[src/rtl/ram_cmd_seq.sv]
// ram_cmd_seq: executes RAM bursts issued by the RS-232C command block.
//
// Purpose:
//   Buffers write bytes in a small FIFO. On a launch pulse it runs a WRITE
//   (drain the FIFO), READ (RD_LEN bytes returned on the response stream) or
//   FILL (FILL_LEN copies of one byte) burst against the frame-RAM arbiter.
//
// Ports:
//   clk, rst           clock, synchronous active-high reset
//   ram_cmd_*          command inputs: start pulse, op, address, write-byte push
//   mem_*              arbiter port: req/we/addr/wdata out, ack/rdata in
//   rsp_ram_rd*        response byte, strobe and write-pointer reset pulse
//   busy, done, err    status: in progress, completion pulse, sticky error
//
// Optional feature:
//   RAM_CMD_TIMEOUT_EN - abandon a burst when mem_ack is missing for TMO_CYC
//   cycles of mem_req (sets err, flushes the FIFO, finishes through DONE).
//
// state        | meaning
// -------------+----------------------------------------------------------
// S_IDLE       | waiting for ram_cmd_startp
// S_WR_BURST   | writing FIFO bytes, one per mem_ack
// S_RD_RSTW    | one-cycle response write-pointer reset
// S_RD_BURST   | reading RD_LEN bytes, each echoed on the response stream
// S_FILL_BURST | writing the latched fill byte FILL_LEN times
// S_DONE       | one-cycle completion pulse

module ram_cmd_seq #(
    parameter int FIFO_AW  = 6,
    parameter int RD_LEN   = 16,
    parameter int FILL_LEN = 256,
    parameter int TMO_CYC  = 1023
) (
    input  logic        clk,
    input  logic        rst,
    input  logic        ram_cmd_startp,
    input  logic [2:0]  ram_ope_sel,
    input  logic [21:0] ram_cmd_ad,
    input  logic [7:0]  ram_cmd_rd,
    input  logic        ram_cmd_rd_we,
    output logic        mem_req,
    output logic        mem_we,
    output logic [21:0] mem_addr,
    output logic [7:0]  mem_wdata,
    input  logic        mem_ack,
    input  logic [7:0]  mem_rdata,
    output logic [7:0]  rsp_ram_rd,
    output logic        rsp_ram_rd_we,
    output logic        rsp_ram_rd_rstw,
    output logic        busy,
    output logic        done,
    output logic        err
);

    localparam int FIFO_DEPTH = 1 << FIFO_AW;

    typedef enum logic [2:0] {
        S_IDLE,
        S_WR_BURST,
        S_RD_RSTW,
        S_RD_BURST,
        S_FILL_BURST,
        S_DONE
    } state_t;

    state_t               r_state, w_state_nxt;
    logic [7:0]           r_fifo_mem [FIFO_DEPTH];
    logic [FIFO_AW-1:0]   r_fifo_wp, r_fifo_rp;
    logic [FIFO_AW:0]     r_fifo_cnt;
    logic [21:0]          r_addr;
    logic [15:0]          r_cnt;
    logic [7:0]           r_fill;
    logic [7:0]           r_rsp_data;
    logic                 r_rsp_we;
    logic                 r_err;

    logic                 w_req, w_ack, w_start, w_burst_wr, w_last;
    logic                 w_fifo_full, w_push, w_push_drop, w_pop, w_fifo_flush;
    logic                 w_op_illegal, w_err_set, w_tmo_hit;
    logic [7:0]           w_fifo_head;

    assign w_req       = (r_state == S_WR_BURST) || (r_state == S_RD_BURST) ||
                         (r_state == S_FILL_BURST);
    assign w_burst_wr  = (r_state == S_WR_BURST) || (r_state == S_FILL_BURST);
    assign w_ack       = mem_ack & w_req;
    assign w_start     = ram_cmd_startp & (r_state == S_IDLE);
    assign w_last      = (r_cnt == 16'd1);
    assign w_fifo_full = (r_fifo_cnt == (FIFO_AW+1)'(FIFO_DEPTH));
    assign w_fifo_head = r_fifo_mem[r_fifo_rp];
    // Pushes are refused while a burst is consuming the FIFO.
    assign w_push      = ram_cmd_rd_we & ~w_burst_wr & ~w_fifo_full;
    assign w_push_drop = ram_cmd_rd_we & (w_burst_wr | w_fifo_full);
    assign w_err_set   = w_push_drop | w_op_illegal | w_tmo_hit;

    assign mem_req         = w_req;
    assign mem_we          = w_burst_wr;
    assign mem_addr        = r_addr;
    assign mem_wdata       = (r_state == S_FILL_BURST) ? r_fill :
                             (r_state == S_WR_BURST)   ? w_fifo_head : 8'h00;
    assign rsp_ram_rd      = r_rsp_data;
    assign rsp_ram_rd_we   = r_rsp_we;
    assign rsp_ram_rd_rstw = (r_state == S_RD_RSTW);
    assign busy            = (r_state != S_IDLE);
    assign done            = (r_state == S_DONE);
    assign err             = r_err;

`ifdef RAM_CMD_TIMEOUT_EN
    localparam int TMO_W = $clog2(TMO_CYC + 1);
    logic [TMO_W-1:0] r_tmo;

    // Down-counter reloaded whenever no request is pending or an ack arrives.
    always_ff @(posedge clk) begin
        if (rst || !w_req || mem_ack) begin
            r_tmo <= TMO_W'(TMO_CYC - 1);
        end else if (r_tmo != '0) begin
            r_tmo <= r_tmo - TMO_W'(1);
        end
    end

    assign w_tmo_hit = w_req & ~mem_ack & (r_tmo == '0);
`else
    logic w_unused_tmo;
    assign w_unused_tmo = (TMO_CYC != 0);
    assign w_tmo_hit    = 1'b0;
`endif

    always_ff @(posedge clk) begin
        if (rst) begin
            r_state <= S_IDLE;
        end else begin
            r_state <= w_state_nxt;
        end
    end

    always_comb begin
        w_state_nxt  = r_state;
        w_pop        = 1'b0;
        w_fifo_flush = 1'b0;
        w_op_illegal = 1'b0;
        case (r_state)
            S_IDLE: begin
                if (ram_cmd_startp) begin
                    case (ram_ope_sel)
                        3'd0: w_state_nxt = S_IDLE;
                        3'd1: w_state_nxt = (r_fifo_cnt != '0) ? S_WR_BURST : S_DONE;
                        3'd2: w_state_nxt = S_RD_RSTW;
                        3'd3: begin
                            w_state_nxt  = S_FILL_BURST;
                            w_fifo_flush = 1'b1;
                        end
                        default: begin
                            w_state_nxt  = S_DONE;
                            w_op_illegal = 1'b1;
                        end
                    endcase
                end
            end
            S_WR_BURST: begin
                if (w_ack) begin
                    w_pop = 1'b1;
                    if (w_last) w_state_nxt = S_DONE;
                end
            end
            S_RD_RSTW:    w_state_nxt = S_RD_BURST;
            S_RD_BURST:   if (w_ack && w_last) w_state_nxt = S_DONE;
            S_FILL_BURST: if (w_ack && w_last) w_state_nxt = S_DONE;
            S_DONE:       w_state_nxt = S_IDLE;
            default:      w_state_nxt = S_IDLE;
        endcase
        if (w_tmo_hit) begin
            w_state_nxt  = S_DONE;
            w_fifo_flush = 1'b1;
        end
    end

    always_ff @(posedge clk) begin
        if (w_push) r_fifo_mem[r_fifo_wp] <= ram_cmd_rd;
    end

    always_ff @(posedge clk) begin
        if (rst || w_fifo_flush) begin
            r_fifo_wp  <= '0;
            r_fifo_rp  <= '0;
            r_fifo_cnt <= '0;
        end else begin
            if (w_push) r_fifo_wp <= r_fifo_wp + FIFO_AW'(1);
            if (w_pop)  r_fifo_rp <= r_fifo_rp + FIFO_AW'(1);
            case ({w_push, w_pop})
                2'b10:   r_fifo_cnt <= r_fifo_cnt + (FIFO_AW+1)'(1);
                2'b01:   r_fifo_cnt <= r_fifo_cnt - (FIFO_AW+1)'(1);
                default: r_fifo_cnt <= r_fifo_cnt;
            endcase
        end
    end

    always_ff @(posedge clk) begin
        if (rst) begin
            r_addr     <= '0;
            r_cnt      <= '0;
            r_fill     <= '0;
            r_rsp_data <= '0;
            r_rsp_we   <= 1'b0;
            r_err      <= 1'b0;
        end else begin
            r_rsp_we <= 1'b0;
            if ((r_state == S_RD_BURST) && w_ack) begin
                r_rsp_data <= mem_rdata;
                r_rsp_we   <= 1'b1;
            end
            if (w_start) begin
                r_addr <= ram_cmd_ad;
                case (ram_ope_sel)
                    3'd1:    r_cnt <= 16'(r_fifo_cnt);
                    3'd2:    r_cnt <= 16'(RD_LEN);
                    3'd3: begin
                        r_cnt  <= 16'(FILL_LEN);
                        r_fill <= (r_fifo_cnt != '0) ? w_fifo_head : 8'h00;
                    end
                    default: r_cnt <= r_cnt;
                endcase
            end else if (w_ack) begin
                // 22-bit address wraps naturally at the top of the RAM.
                r_addr <= r_addr + 22'd1;
                r_cnt  <= r_cnt - 16'd1;
            end
            r_err <= (w_start ? 1'b0 : r_err) | w_err_set;
        end
    end

endmodule
[config.mk]
export PLATFORM = sky130hd
export DESIGN_NAME = ram_cmd_seq
export DESIGN_NICKNAME = d
export VERILOG_FILES = /design/src/rtl/ram_cmd_seq.sv
export SDC_FILE = /design/constraint.sdc
export NUM_CORES = 1
export LEC_CHECK = 0
export CORE_MARGIN = 2
export CORE_UTILIZATION = 63
export CTS_CLUSTER_SIZE = 28
export DETAILED_ROUTE_END_ITERATION = 6
export PLACE_DENSITY = 0.85
export SLEW_MARGIN = 20
export SYNTH_ARGS = -nofsm -noshare
export SYNTH_HDL_FRONTEND = slang
export SYNTH_SLANG_ARGS = --single-unit
[constraint.sdc]
create_clock -name clk -period 10.5 [get_ports clk]
set_input_delay 3.15 -clock clk [delete_from_list [all_inputs] [get_ports clk]]
set_output_delay 3.15 -clock clk [all_outputs]
set_load 0.01 [all_outputs]
==> out/metrics.cfg, run 1 <==
[critical_path]
cp.required_ps = 7350
cp_max_fo = 59
start_kind = flop
cp.arrival_ps = 4470
critPathKind = flop to output pin
worstSetupEndpointType = output pin

[clock_network]
post_cts_buffers = 0
cts_tree = yes
cts_buffer_depth = 3
numClockSinks = 596
cts.htree.levels = 2
clk_pin_slew_ps = 60
clock_latency_ps = 620
root_buffer = clkbuf_16
hold_buffers = 0
numCtsBuffers = 56
ctsResizeCount = 0

[pwr]
vdd_drop_max_uv = 145
power.density_nw_per_um2 = 217
power_leakage_uw = 0.00864

[grt]
grt_max_degree = 106
overflow = 0
grt_pass1_wl_um = 88400
antenna_found_initial = 0
track_usage = 0.289
grt_pass1_vias = 15100

[final_layout]
diodes = 0
drive_above_1_share = 0.0644
nets = 1810
area_delta_synth_final_pct = 12.5
fill_cells = 2362

[placed_design]
pre_cts_slack_ps = 3600
gp_congestion = 0.842
buffer_ports.inserted = 90
hpwl_um = 33200

[yosys]
synth_edf_count = 512
seq_area_frac_synth = 0.700
synth_warnings = 0
synth_fp_nets = 1761
avgSynthCellArea_um2 = 14.3
synth-main-ff-cell = edfxtp_1
async_reset_ff_frac = 0
ys_types = 58
syn_inst = 1708
ys_ff_latch = 596
syn-cell-area_um2 = 24400

[route]
drt_iter0_markers = 1808
drc = 0
ant_nets = 0
wirelength_um = 58000
routed_via_density = 6.52
wl_per_cell_um = 25.0
vias = 15100
drtPass1Iterations = 6

[floorplan]
start_util = 0.635
die_area_um2 = 40200
rows = 72
core-area_um2 = 38400
die_x_um = 201
io_pins = 91
fp.dieH_um = 201

[sta]
fin_skew_ps = 24.5
finalCriticalPeriod_ps = 7620
fin_ws_ps = 2880
hold_viol_final = 0
finalSetupTns_ps = 0
slew_headroom = 0.208
setup_viol = 0
rsz0062_at_grt = false
max_freq_mhz = 131
finalMaxSlewViolations = 0
max_slew.worst_pin.slew_ps = 1180
fin_crit_sh = 0.726

[status]
status = completed

[flow_run]
drv_cap = 0

[hold_path]
hold_class = flop to flop

==> placed cells by master, fill, tap and decap left out, types with 34 or more instances in the layout <==
cell type,netlist,layout
clkbuf_16,0,57
o21ai_0,46,46
clkdlybuf4s50_1,0,82
nor2_1,144,143
o22ai_1,34,34
edfxtp_1,512,512
a22oi_1,129,129
nand2_1,127,127
dfxtp_1,84,83
mux2i_1,259,259
==> state kept, by name (all words and copies together) (netlist names), named ones only <==
register       cells
rsp_ram_rd_we      1
r_fifo_cnt         7
mem_addr          22
r_state            3
r_fill             8
rsp_ram_rd         8
r_fifo_wp          6
r_fifo_rp          6
r_fifo_mem       512
r_cnt             16
err                1
==> report_power, final <==
part           leakage [µW]  internal (µW)  switching [µW]
clock              0.000901           1170             851
combinational       0.00245            490             631
sequential          0.00529           2670             136
total               0.00864           4330            1620
==> metrics by stage <==
step / util / area, µm² / std cells / hold slack, ps / power (µW)
finish: 0.714 / 27400 / 2320 / 455 / 5950
global route: 0.714 / 27400 / 2320 / 476 / 6160
floorplan: - / 24400 / 1708 / 425 / 3590
detailed placement: 0.666 / 25500 / 2217 / 441 / 3950
CTS: 0.713 / 27400 / 2320 / 457 / 5950
global placement: 0.665 / 25500 / 2217 / 435 / 3900
==> cells in the mapped netlist, types with 24 or more instances <==
master    count  area [µm²]
o21ai_0      46         230
nor2_1      144         541
nand2_1     127         477
edfxtp_1    512       15400
a22oi_1     129         968
mux2i_1     259        2590
clkbuf_1     64         240
xor2_1       24         210
o22ai_1      34         213
a21oi_1      31         155
dfxtp_1      84        1680
nand3_1      32         160
==> layout make-up <==
class                      instances  area (µm²)  area share
clock buffer                      75        1530      0.0560
timing repair buffer              99         958      0.0350
inverter                           8        30.0     0.00110
tap                              518         648      0.0237
sequential                       596       17100       0.623
multi-input combinational        996        6870       0.251
clock inverter                    28         293      0.0107
==> worst paths after layout <==
check,startpoint,end,slack [ps],depth (start not counted)
worst min register to register,r_fill[4],r_fill[4],460,2
worst min-delay path,r_fill[4],r_fill[4],460,2
worst max register to register,r_state[1],r_fifo_mem[14][1],6780,5
worst max-delay path,flop,mem_wdata[7],2880,8
==> logic make-up (layout without fill, tap and decap cells) <==
kind of cell / count (synthesis) / in the layout / synth area share
AO/OA/AOI/OAI: 289 / 289 / 0.0798
multiplexers: 259 / 259 / 0.106
flip-flops: 596 / 596 / 0.700
adder cells (fa/ha/maj): 7 / 7 / 0.00360
buffers and inverters: 116 / 210 / 0.0195
XOR/XNOR: 40 / 40 / 0.0144
AND/OR/NAND/NOR: 401 / 401 / 0.0758
==> metal layers <==
layer,share of wire,routed length [µm],vias to the layer above,global-route usage
li1,-,-,6624,-
met1,0.37,21500,7429,0.366
met2,0.48,28100,898,0.481
met3,0.10,5850,167,0.0690
met4,0.043,2500,0,0.122
met5,0,0,-,0
==> critical path, stage by stage, from the launching register on <==
cell and delay [ps]:
dfxtp_4 1010, buf_4 880, mux2i_1 200, a22oi_1 270
nand2_1 130, o22ai_1 270, o21ai_0 190, nand3_1 170
clkdlybuf4s50_1 570
(Power assumes the default switching activity.)
==> run 2, diff against run 1 <==
--- a/config.mk
+++ b/config.mk
@@ -6,10 +6,10 @@
 export NUM_CORES = 1
 export LEC_CHECK = 0
 export CORE_MARGIN = 2
-export CORE_UTILIZATION = 63
+export CORE_UTILIZATION = 55
 export CTS_CLUSTER_SIZE = 28
 export DETAILED_ROUTE_END_ITERATION = 6
-export PLACE_DENSITY = 0.85
+export PLACE_DENSITY = 0.79
 export SLEW_MARGIN = 20
 export SYNTH_ARGS = -nofsm -noshare
 export SYNTH_HDL_FRONTEND = slang
==> constraint.sdc (replaced) <==
create_clock -name clk -period 6.6 [get_ports clk]
set_input_delay 1.98 -clock clk [delete_from_list [all_inputs] [get_ports clk]]
set_output_delay 1.98 -clock clk [all_outputs]
set_load 0.01 [all_outputs]
==> run 2 against run 1 <==
Against the previous run: flip-flop and latch count stayed put; critical path type unchanged; global-route usage is 4.8 points lower; sequential power is 58% higher; count of clock-buffer cells in the layout is 3 higher; worst setup slack worse by 2100 ps; wire length shrank 3.2%; non-clock buffer count grew 10; cell area grew 1.1%; critical endpoint is now mem_wdata[6]; combinational power is 67% higher; core utilization fell by 8.4 points; clock skew grew 18 ps; sequential share of layout area fell by 0.66 points.
==> out/metrics.cfg, run 2 (synthesis gave the netlist of run 1 again) <==
[critical_path]
crit_chain = buf_4, mux2i_1, a22oi_1, nand2_1, o22ai_1, o21ai_0, nand3_1, clkdlybuf4s50_1
r2r-start = r_state[1]
cp.required_ps = 4620  ; -2730 ps
r2r_setup_slack_ps = 2840  ; -3940 ps
worstSetupEndpointType = output pin
cp_top_family = compound AO/OA/AOI/OAI gates
slowest_stage = dfxtp_4
rr_worst_depth = 7  ; +2
worstPathBufferInverterCount = 2  ; unchanged
slowest_delay_ps = 930  ; -80 ps
critPathKind = flop to output pin
start_kind = flop
cp_max_fo = 41  ; -31%
cp.arrival_ps = 3840  ; -630 ps
r2r-end = r_fifo_mem[49][0]

[clock_network]
clk_pin_slew_ps = 60  ; about the same
clock_latency_ps = 630  ; about the same
root_buffer = clkbuf_16
numCtsBuffers = 58  ; +3.6%
hold_buffers = 0  ; unchanged
cts.htree.levels = 2  ; unchanged
post_cts_buffers = 0  ; unchanged
numClockSinks = 596  ; unchanged
cts_tree = yes
ctsResizeCount = 0  ; unchanged
cts_buffer_depth = 3  ; unchanged

[final_layout]
area_delta_synth_final_pct = 13.7
final_cells = 2411  ; +3.9%
top_register = r_fifo_mem
drive_above_1_share = 0.0687  ; +0.00435
fill_cells = 3190  ; +35%
fin_util = 0.630  ; -0.0836
largest_reg_flops = 512  ; unchanged
nets = 1822  ; +0.66%
final_common_cell = edfxtp_1
seqCellArea_um2 = 17100  ; unchanged
final_cell_mix = edfxtp_1 (512), mux2i_1 (259), nor2_1 (143)
multi_input_area_um2 = 6860  ; -0.11%
diodes = 0  ; unchanged

[sta]
finalMaxSlewViolations = 0  ; unchanged
max_freq_mhz = 172
fin_skew_ps = 42.5  ; +18.0 ps
fin_ws_ps = 782  ; -2090 ps
finalCriticalPeriod_ps = 5820
max_slew.worst_pin.slew_ps = 1210  ; +22.7 ps
rsz0062_at_grt = false
hold_viol_final = 0  ; unchanged
slew_headroom = 0.192  ; -0.0157
finalSetupTns_ps = 0  ; unchanged
setup_viol = 0  ; unchanged
fin_crit_sh = 0.882

[placed_design]
gp_congestion = 0.860  ; +2.1%
hpwl_um = 33100  ; -0.54%
dp.cells = 2301  ; +3.8%
buffer_ports.inserted = 90  ; unchanged
pre_cts_slack_ps = 1430  ; -2170 ps

[floorplan]
rows = 77  ; +6.9%
core-area_um2 = 43900  ; +14%
fp.dieH_um = 214  ; +6.9%
die_area_um2 = 46000  ; +14%
start_util = 0.554  ; -0.0802
die_x_um = 214  ; +6.9%
io_pins = 91  ; unchanged

[pwr]
power_leakage_uw = 0.00871  ; +0.82%
vdd_drop_max_uv = 239  ; +65%
power.density_nw_per_um2 = 346  ; +59%

[route]
wirelength_um = 56100  ; -3.2%
ant_nets = 0  ; unchanged
wl_per_cell_um = 23.3  ; -6.8%
drc = 0  ; unchanged
drt_iter0_markers = 1502  ; -17%
vias = 14800  ; -2.2%
routed_via_density = 6.13  ; -5.9%
drtPass1Iterations = 6  ; unchanged

[hold_path]
hold_class = flop to flop
hp-start = rsp_ram_rd[0]
min_to = rsp_ram_rd[0]
hold_depth = 2  ; unchanged

[grt]
track_usage = 0.241  ; -0.0478
overflow = 0  ; unchanged
grt_pass1_vias = 14500  ; -3.5%
antenna_found_initial = 0  ; unchanged
grt_max_degree = 65  ; -39%
grt_pass1_wl_um = 85000  ; -3.9%

[flow_run]
drv_cap = 0  ; unchanged

[status]
status = completed

run 2: cell count changes in the layout (fill, tap and decap cells not counted), sizes merged:
| cell | before | now |
|---|---|---|
| clkbuf | 75 | 78 |
| buf | 17 | 27 |
| bufinv | 6 | 5 |
| clkinv | 21 | 23 |
| clkinvlp | 0 | 3 |
run 2: where the power goes:
part	internal, µW	switching, µW
clock network	1860	1390
logic	799	1070
registers	4250	205
run 2: per-layer routing:
metal  vias up  part of all wire  track usage
met3       109             0.086       0.0400
met5         -                 0            0
met2       720              0.47        0.389
met4         0             0.029       0.0813
met1      7302              0.41        0.336
li1       6654                 -            -
run 2: metrics by stage:
| stage | hold slack [ps] | cell area [µm²] | power (µW) |
|---|---|---|---|
| after global placement | 434 | 25800 | 6300 |
| after global routing | 476 | 27700 | 9910 |
| after floorplan | 425 | 24400 | 5710 |
| after CTS | 455 | 27700 | 9570 |
| after detailed placement | 441 | 25800 | 6350 |
| final | 456 | 27700 | 9570 |
run 2: worst reg2reg max path, stage by stage (launching register included):
cell and delay (ps):
dfxtp_1 520, inv_1 230, a32oi_1 360, and2_1 360, inv_1 120, nor2_1 220
nand3b_1 730, nor2_1 880
run 2: cell type report:
class | instances | area share
multi-input cells | 996 | 0.248
well taps | 592 | 0.0268
inverters | 8 | 0.00108
flip-flops and latches | 596 | 0.616
clock buffers | 78 | 0.0563
clock inverters | 32 | 0.0117
repair buffers | 109 | 0.0402
run 2: worst max path at each step:
stage,start,to,slack [ps],cells past startpoint
floorplan,mem_ack,r_fifo_cnt[6],2230,12
global placement,ram_cmd_startp,r_cnt[11],1500,7
detailed placement,ram_cmd_startp,r_cnt[11],1430,7
CTS,flop,mem_wdata[6],790,8
global route,flop,mem_wdata[6],640,8
finish,flop,mem_wdata[6],780,8
